<file path="config.mk">
export PLATFORM = sky130hd
export DESIGN_NAME = gol_run_ctrl
export DESIGN_NICKNAME = d
export VERILOG_FILES = /design/src/rtl/gol_run_ctrl.sv
export SDC_FILE = /design/constraint.sdc
export NUM_CORES = 1
export LEC_CHECK = 0
export ABC_AREA = 1
export CORE_ASPECT_RATIO = 0.5
export CORE_MARGIN = 4
export CORE_UTILIZATION = 61
export CTS_CLUSTER_SIZE = 25
export DETAILED_ROUTE_END_ITERATION = 8
export GPL_TIMING_DRIVEN = 0
export PLACE_DENSITY = 0.82
export SYNTH_ARGS = -nofsm -noshare
export SYNTH_HDL_FRONTEND = slang
export SYNTH_SLANG_ARGS = --single-unit
</file>
<file path="constraint.sdc">
create_clock -name clka -period 5.5 [get_ports clka]
set_clock_uncertainty 0.15 [all_clocks]
set_input_delay 0.55 -clock clka [delete_from_list [all_inputs] [get_ports clka]]
set_output_delay 0.55 -clock clka [all_outputs]
set_load 0.05 [all_outputs]
</file>
<file path="src/rtl/gol_run_ctrl.sv">
// Button sequencer, generation ticker and halt detector for the 7x7 Life grid.
// Define GOL_CTRL_DEBOUNCE_EN to add a per-button stability filter.
module gol_run_ctrl #(
  parameter int TICK_DIV     = 1000000,
  parameter int DEBOUNCE_CYC = 16
) (
  input  logic        clka,
  input  logic        rst_n,
  input  logic        btn_start,
  input  logic        btn_pause,
  input  logic        btn_clear,
  input  logic        btn0,
  input  logic        btn1,
  input  logic [48:0] grid,
  output logic [1:0]  state,
  output logic        stop,
  output logic        cell_we,
  output logic        cell_val,
  output logic [5:0]  cell_idx,
  output logic        gen_tick,
  output logic [15:0] gen_count,
  output logic        extinct,
  output logic        stable
);

  localparam int PW = $clog2(TICK_DIV);
  localparam logic [PW-1:0] PMAX = PW'(TICK_DIV - 1);

  typedef enum logic [1:0] {
    IDLE  = 2'b00,
    PROG  = 2'b01,
    RUN   = 2'b10,
    PAUSE = 2'b11
  } st_e;

  logic [4:0] raw, s1_q, s2_q, lvl, prev_q, arm_q, edg;
  logic [1:0] prime_q;

  assign raw = {btn_clear, btn_pause, btn_start, btn1, btn0};

  // Edges stay disarmed until a real low level is seen after reset,
  // so a button held through reset never fires.
  always_ff @(posedge clka or negedge rst_n) begin
    if (!rst_n) begin
      s1_q    <= '0;
      s2_q    <= '0;
      prev_q  <= '0;
      arm_q   <= '0;
      prime_q <= '0;
    end else begin
      s1_q   <= raw;
      s2_q   <= s1_q;
      prev_q <= lvl;
      if (!prime_q[1]) prime_q <= prime_q + 2'd1;
      else             arm_q   <= arm_q | ~s2_q;
    end
  end

`ifdef GOL_CTRL_DEBOUNCE_EN
  localparam int DW = $clog2(DEBOUNCE_CYC + 1);
  logic [4:0]    flt_q;
  logic [DW-1:0] dcnt_q [5];

  always_ff @(posedge clka or negedge rst_n) begin
    if (!rst_n) begin
      flt_q <= '0;
      for (int i = 0; i < 5; i++) dcnt_q[i] <= '0;
    end else begin
      for (int i = 0; i < 5; i++) begin
        if (s2_q[i] == flt_q[i]) begin
          dcnt_q[i] <= '0;
        end else if (dcnt_q[i] == DW'(DEBOUNCE_CYC - 1)) begin
          flt_q[i]  <= s2_q[i];
          dcnt_q[i] <= '0;
        end else begin
          dcnt_q[i] <= dcnt_q[i] + DW'(1);
        end
      end
    end
  end

  assign lvl = flt_q;
`else
  logic unused_dbc;
  assign unused_dbc = ^DEBOUNCE_CYC;
  assign lvl = s2_q;
`endif

  assign edg = lvl & ~prev_q & arm_q;

  logic e_clr, e_pau, e_sta, e_wr;
  assign e_clr = edg[4];
  assign e_pau = edg[3] & ~edg[4];
  assign e_sta = edg[2] & ~|edg[4:3];
  assign e_wr  = (edg[1] ^ edg[0]) & ~|edg[4:2];

  st_e         state_q, state_d;
  logic        stop_q, stop_d;
  logic        cell_we_q, we_d;
  logic        cell_val_q, val_d;
  logic [5:0]  cell_idx_q, idx_d, tgt;
  logic        gen_tick_q, tick_d;
  logic [15:0] gen_count_q, cnt_d;
  logic        extinct_q, ext_d;
  logic        stable_q, stb_d;
  logic [PW-1:0] pre_q, pre_d;
  logic [48:0] snap_q, snap_d;
  logic        snapv_q, snapv_d;
  logic        wrap, dead, same, do_tick, run_in;

  // The index advances the cycle after its strobe, so the strobe
  // always carries the index it writes.
  assign tgt  = !cell_we_q             ? cell_idx_q :
                (cell_idx_q == 6'd48)  ? 6'd0 :
                                         cell_idx_q + 6'd1;
  assign wrap = (pre_q == PMAX);
  assign dead = (grid == '0);
  assign same = snapv_q && (grid == snap_q);

  always_ff @(posedge clka or negedge rst_n) begin
    if (!rst_n) begin
      state_q     <= IDLE;
      stop_q      <= 1'b0;
      cell_we_q   <= 1'b0;
      cell_val_q  <= 1'b0;
      cell_idx_q  <= '0;
      gen_tick_q  <= 1'b0;
      gen_count_q <= '0;
      extinct_q   <= 1'b0;
      stable_q    <= 1'b0;
      pre_q       <= '0;
      snap_q      <= '0;
      snapv_q     <= 1'b0;
    end else begin
      state_q     <= state_d;
      stop_q      <= stop_d;
      cell_we_q   <= we_d;
      cell_val_q  <= val_d;
      cell_idx_q  <= idx_d;
      gen_tick_q  <= tick_d;
      gen_count_q <= cnt_d;
      extinct_q   <= ext_d;
      stable_q    <= stb_d;
      pre_q       <= pre_d;
      snap_q      <= snap_d;
      snapv_q     <= snapv_d;
    end
  end

  always_comb begin
    state_d = state_q;
    if (e_clr) begin
      state_d = IDLE;
    end else begin
      unique case (state_q)
        IDLE:  if (e_sta) state_d = PROG;
        PROG:  if (e_sta || (e_wr && tgt == 6'd48))
                 state_d = RUN;
        RUN:   if (e_pau || (wrap && (dead || same)))
                 state_d = PAUSE;
        PAUSE: if (e_pau) state_d = RUN;
        default: state_d = IDLE;
      endcase
    end
  end

  always_comb begin
    stop_d  = 1'b0;
    we_d    = 1'b0;
    val_d   = cell_val_q;
    idx_d   = tgt;
    tick_d  = 1'b0;
    cnt_d   = gen_count_q;
    pre_d   = pre_q;
    ext_d   = extinct_q;
    stb_d   = stable_q;
    snap_d  = snap_q;
    snapv_d = snapv_q;
    do_tick = 1'b0;
    run_in  = 1'b0;
    if (e_clr) begin
      stop_d  = 1'b1;
      idx_d   = '0;
      cnt_d   = '0;
      pre_d   = '0;
      ext_d   = 1'b0;
      stb_d   = 1'b0;
      snapv_d = 1'b0;
    end else begin
      unique case (state_q)
        IDLE: if (e_sta) idx_d = '0;
        PROG: begin
          if (e_wr) begin
            we_d  = 1'b1;
            val_d = edg[1];
          end
          run_in = e_sta || (e_wr && tgt == 6'd48);
        end
        RUN: if (!e_pau) begin
          if (!wrap) begin
            pre_d = pre_q + PW'(1);
          end else begin
            pre_d = '0;
            if (dead)      ext_d   = 1'b1;
            else if (same) stb_d   = 1'b1;
            else           do_tick = 1'b1;
          end
        end
        PAUSE: begin
          if (e_pau)      pre_d   = '0;
          else if (e_sta) do_tick = 1'b1;
        end
        default: ;
      endcase
      if (run_in) begin
        pre_d   = '0;
        ext_d   = 1'b0;
        stb_d   = 1'b0;
        snapv_d = 1'b0;
      end
      if (do_tick) begin
        tick_d  = 1'b1;
        cnt_d   = (gen_count_q == 16'hFFFF) ? gen_count_q
                                            : gen_count_q + 16'd1;
        snap_d  = grid;
        snapv_d = 1'b1;
      end
    end
  end

  assign state     = state_q;
  assign stop      = stop_q;
  assign cell_we   = cell_we_q;
  assign cell_val  = cell_val_q;
  assign cell_idx  = cell_idx_q;
  assign gen_tick  = gen_tick_q;
  assign gen_count = gen_count_q;
  assign extinct   = extinct_q;
  assign stable    = stable_q;

endmodule

</file>
==> results by group <==
Finish
  – Fin area: 8890 sq um
  – Most common cell after layout, fill and taps aside: nand2_1
  – Nets: 1164
  – Area Overhead vs Synth: 23.7%
  – Layout cell share with drive strength beyond 1: 0.120
  – Ant. Diodes: 0
  – Fin cells: 1276
  – Commonest cells after routing, fill and taps aside: nand2_1 (329), inv_1 (129), dfrtp_1 (122), nor2_1 (117), clkdlybuf4s50_1 (84)

Global route
  – GRT Overall Usage: 0.274
  – Largest net degree at the start of global routing: 99
  – Grt total ovfl: 0
  – Vias in the first global route: 6538
  – First-pass GRT wire length: 30800 microns
  – Initial antenna violation count: 0

Critical path
  – Startpoint types: input port
  – Arr. time, crit path: 2.75 ns
  – CP required: 5.63 ns
  – Worst-path cell chain: clkdlybuf4s50_1, inv_1, nand2_1, nand2_1, nor2_1, nand2_1, nor2_1, nand2_1, nor2_1, nand2_1, nand3_2, nand2_2, nand2_2, clkbuf_1, o21ai_1
  – Element type at the critical path end: flop
  – Crit path kind: in -> reg
  – Most frequent CP cell: nand2_1
  – CP Buf/Inv Count: 3
  – Kind of cell adding the most delay to the critical path: simple AND/OR/NAND/NOR gates
  – CP peak stage delay: 0.51 ns
  – Peak fanout along the critical path: 10
  – Slowest CP cell: clkdlybuf4s50_1

Clock tree
  – H-tree levels: 4
  – Post-CTS setup buffer count: 0
  – CTS Buf Count: 17
  – Clk sink count: 122
  – Skew-Pair Late Insertion Delay: 0.41 ns
  – CTS tree: built
  – Worst-path clk slew: 0.06 ns
  – Clock Path Buffers: 2
  – Clock root buffer: clkbuf_16

Detailed routing
  – Routed via count: 6738
  – Violation count after the first detailed-route iteration: 569
  – DRT Pass-1 Iters: 5
  – DR WL/cell: 14.2 microns
  – Antenna Nets Post-Route: 0
  – Final WL: 18100 microns
  – DRC violation count after routing: 0
  – Vias per cell: 5.28

STA
  – Final setup viols: 0
  – Final hold viol count: 0
  – Setup TNS: 0 ns
  – Max_slew headroom: 0.424
  – Max-slew violation count: 0
  – Maximum clock frequency: 380 MHz
  – Unrepaired setup endpoints after global routing: false
  – Final period util: 0.478
  – Slew @ Worst Pin: 0.856 ns
  – Final WS setup: 2.87 ns
  – Min Clock Period, post-route: 2.63 ns

Die
  – FP Rows: 27
  – Die ar.: 13700 sq um
  – Die height: 84.8 microns
  – Starting Density: 0.639
  – I/O pin count: 86
  – Core ar.: 11200 sq um
  – Die X: 162 microns

Logic synthesis
  – Post-synthesis adder-cell area fraction: 0.00696
  – Synth warn: 0
  – Combinational family with the most area after synthesis: simple AND/OR/NAND/NOR gates
  – Post-Syn Area: 7190 sq um
  – Post-synthesis mux area share: 0
  – Syn Area/Cell: 7.21 sq um
  – Post-Synth XOR/XNOR Area: 0.0219
  – Simple logic cell fraction of the synthesized area: 0.378
  – Seq cells post-synth: 122
  – Cells after Synth: 998
  – Compound-Gate Fraction of Synth Area: 0.0729
  – Post-synth EDFFs: 0
  – Seq/Total Area, Yosys: 0.425
  – Synth async-reset ratio: 1.00
  – Synth top area share: 0.425
  – Net Count, Synth: 1058
  – Post-synth top flop: dfrtp_1
  – Synth cell types: 41
  – Largest cells by area after synthesis: dfrtp_1 (42%), nand2_1 (17%), inv_1 (6.7%)
  – Leading area contributor after synthesis: dfrtp_1

Placed design
  – Dpl cell area: 8270 sq um
  – Port buffer count: 85
  – Dpl ws: 2.50 ns
  – Post-DP HPWL: 12700 microns
  – Gpl congestion: 0.980
  – Placed instance count: 1243

Power
  – PwrDens: 364 nW/um^2
  – Pleak: 4.42 nW
  – Peak supply drop: 0.000250 V

Run
  – Max-Cap Viols: 0

Outcome
  – Status: finished clean

Hold path
  – Worst Hold Class: reg -> reg
[through the flow]
stage / power [mW] / utilization / hold WS (ns)
floorplan: 1.82 / - / 0.104
global placement: 2.02 / 0.733 / 0.182
detailed placement: 2.07 / 0.735 / 0.187
CTS: 3.24 / 0.791 / 0.197
global route: 3.43 / 0.791 / 0.212
finish: 3.24 / 0.791 / 0.193
[registers in the layout, summed over array words and instances, names as in the netlist]
register,cells
snap_q,49
pre_q,20
gen_count,16
cell_idx,6
arm_q,5
lvl,5
prev_q,5
s1_q,5
prime_q,2
state,2
cell_val,1
cell_we,1
extinct,1
gen_tick,1
snapv_q,1
stable,1
stop,1
[routing by layer]
| metal | GRT usage | share of wire |
|---|---|---|
| met4 | 0.0673 | 0.0097 |
| met3 | 0.0456 | 0.053 |
| met1 | 0.373 | 0.45 |
| met2 | 0.462 | 0.48 |
| met5 | 0 | 0 |
[synth_stat cells (4+ instances only)]
| cell | n |
|---|---|
| nor3b_1 | 6 |
| nor3_1 | 20 |
| buf_6 | 9 |
| nand2_2 | 34 |
| nand3_1 | 57 |
| buf_2 | 7 |
| ha_1 | 4 |
| o21bai_1 | 7 |
| o21ai_0 | 15 |
| a21oi_1 | 5 |
| xor2_1 | 12 |
| o21ai_1 | 14 |
| nand2_1 | 329 |
| xnor2_1 | 6 |
| nor2_1 | 117 |
| o21ai_2 | 30 |
| dfrtp_1 | 122 |
| nand3b_1 | 5 |
| nand4_1 | 32 |
| nand3_2 | 4 |
| inv_1 | 129 |
| clkbuf_1 | 6 |
[logic make-up (layout without fill, tap and decap cells)]
logic type / after synthesis / in the layout
buf+inv: 161 / 280
compound gates: 76 / 76
flops: 122 / 122
fa+ha+maj: 4 / 4
simple gates: 617 / 617
xor+xnor: 18 / 18
[area by class of cell]
cell class,count,area [sq um]
Tap cell,159,199
Inverter,136,513
Timing Repair Buffer,87,890
Clock buffer,21,470
Buffer,25,178
Multi-Input combinational cell,715,3450
Fill cell,826,2360
Sequential cell,122,3050
Clock inverter,11,144
[path summary, 6_finish.rpt]
| path | end | slack, ns | depth (start not counted) | from |
|---|---|---|---|---|
| max | snap_q[17] | 2.87 | 15 | grid[1] |
| min | lvl[3] | 0.19 | 0 | s1_q[3] |
| max reg2reg | snap_q[12] | 3.05 | 14 | pre_q[0] |
| min reg2reg | lvl[3] | 0.19 | 0 | s1_q[3] |
| max in group asynchronous | snap_q[12] | 4.03 | 3 | rst_n |
| min in group asynchronous | pre_q[7] | 0.42 | 2 | rst_n |
[power breakdown]
| group | internal [mW] | switching [mW] | total (mW) |
|---|---|---|---|
| clock | 0.747 | 0.414 | 1.16 |
| combinational | 0.335 | 0.476 | 0.811 |
| sequential | 1.09 | 0.180 | 1.27 |
[repair_timing]
item / 4_1_cts / 5_1_grt
hold buffers: 1 / 0
resized for setup: 0 / 0
hold endpoints to repair: 24 / 0
(Power assumes the default switching activity.)
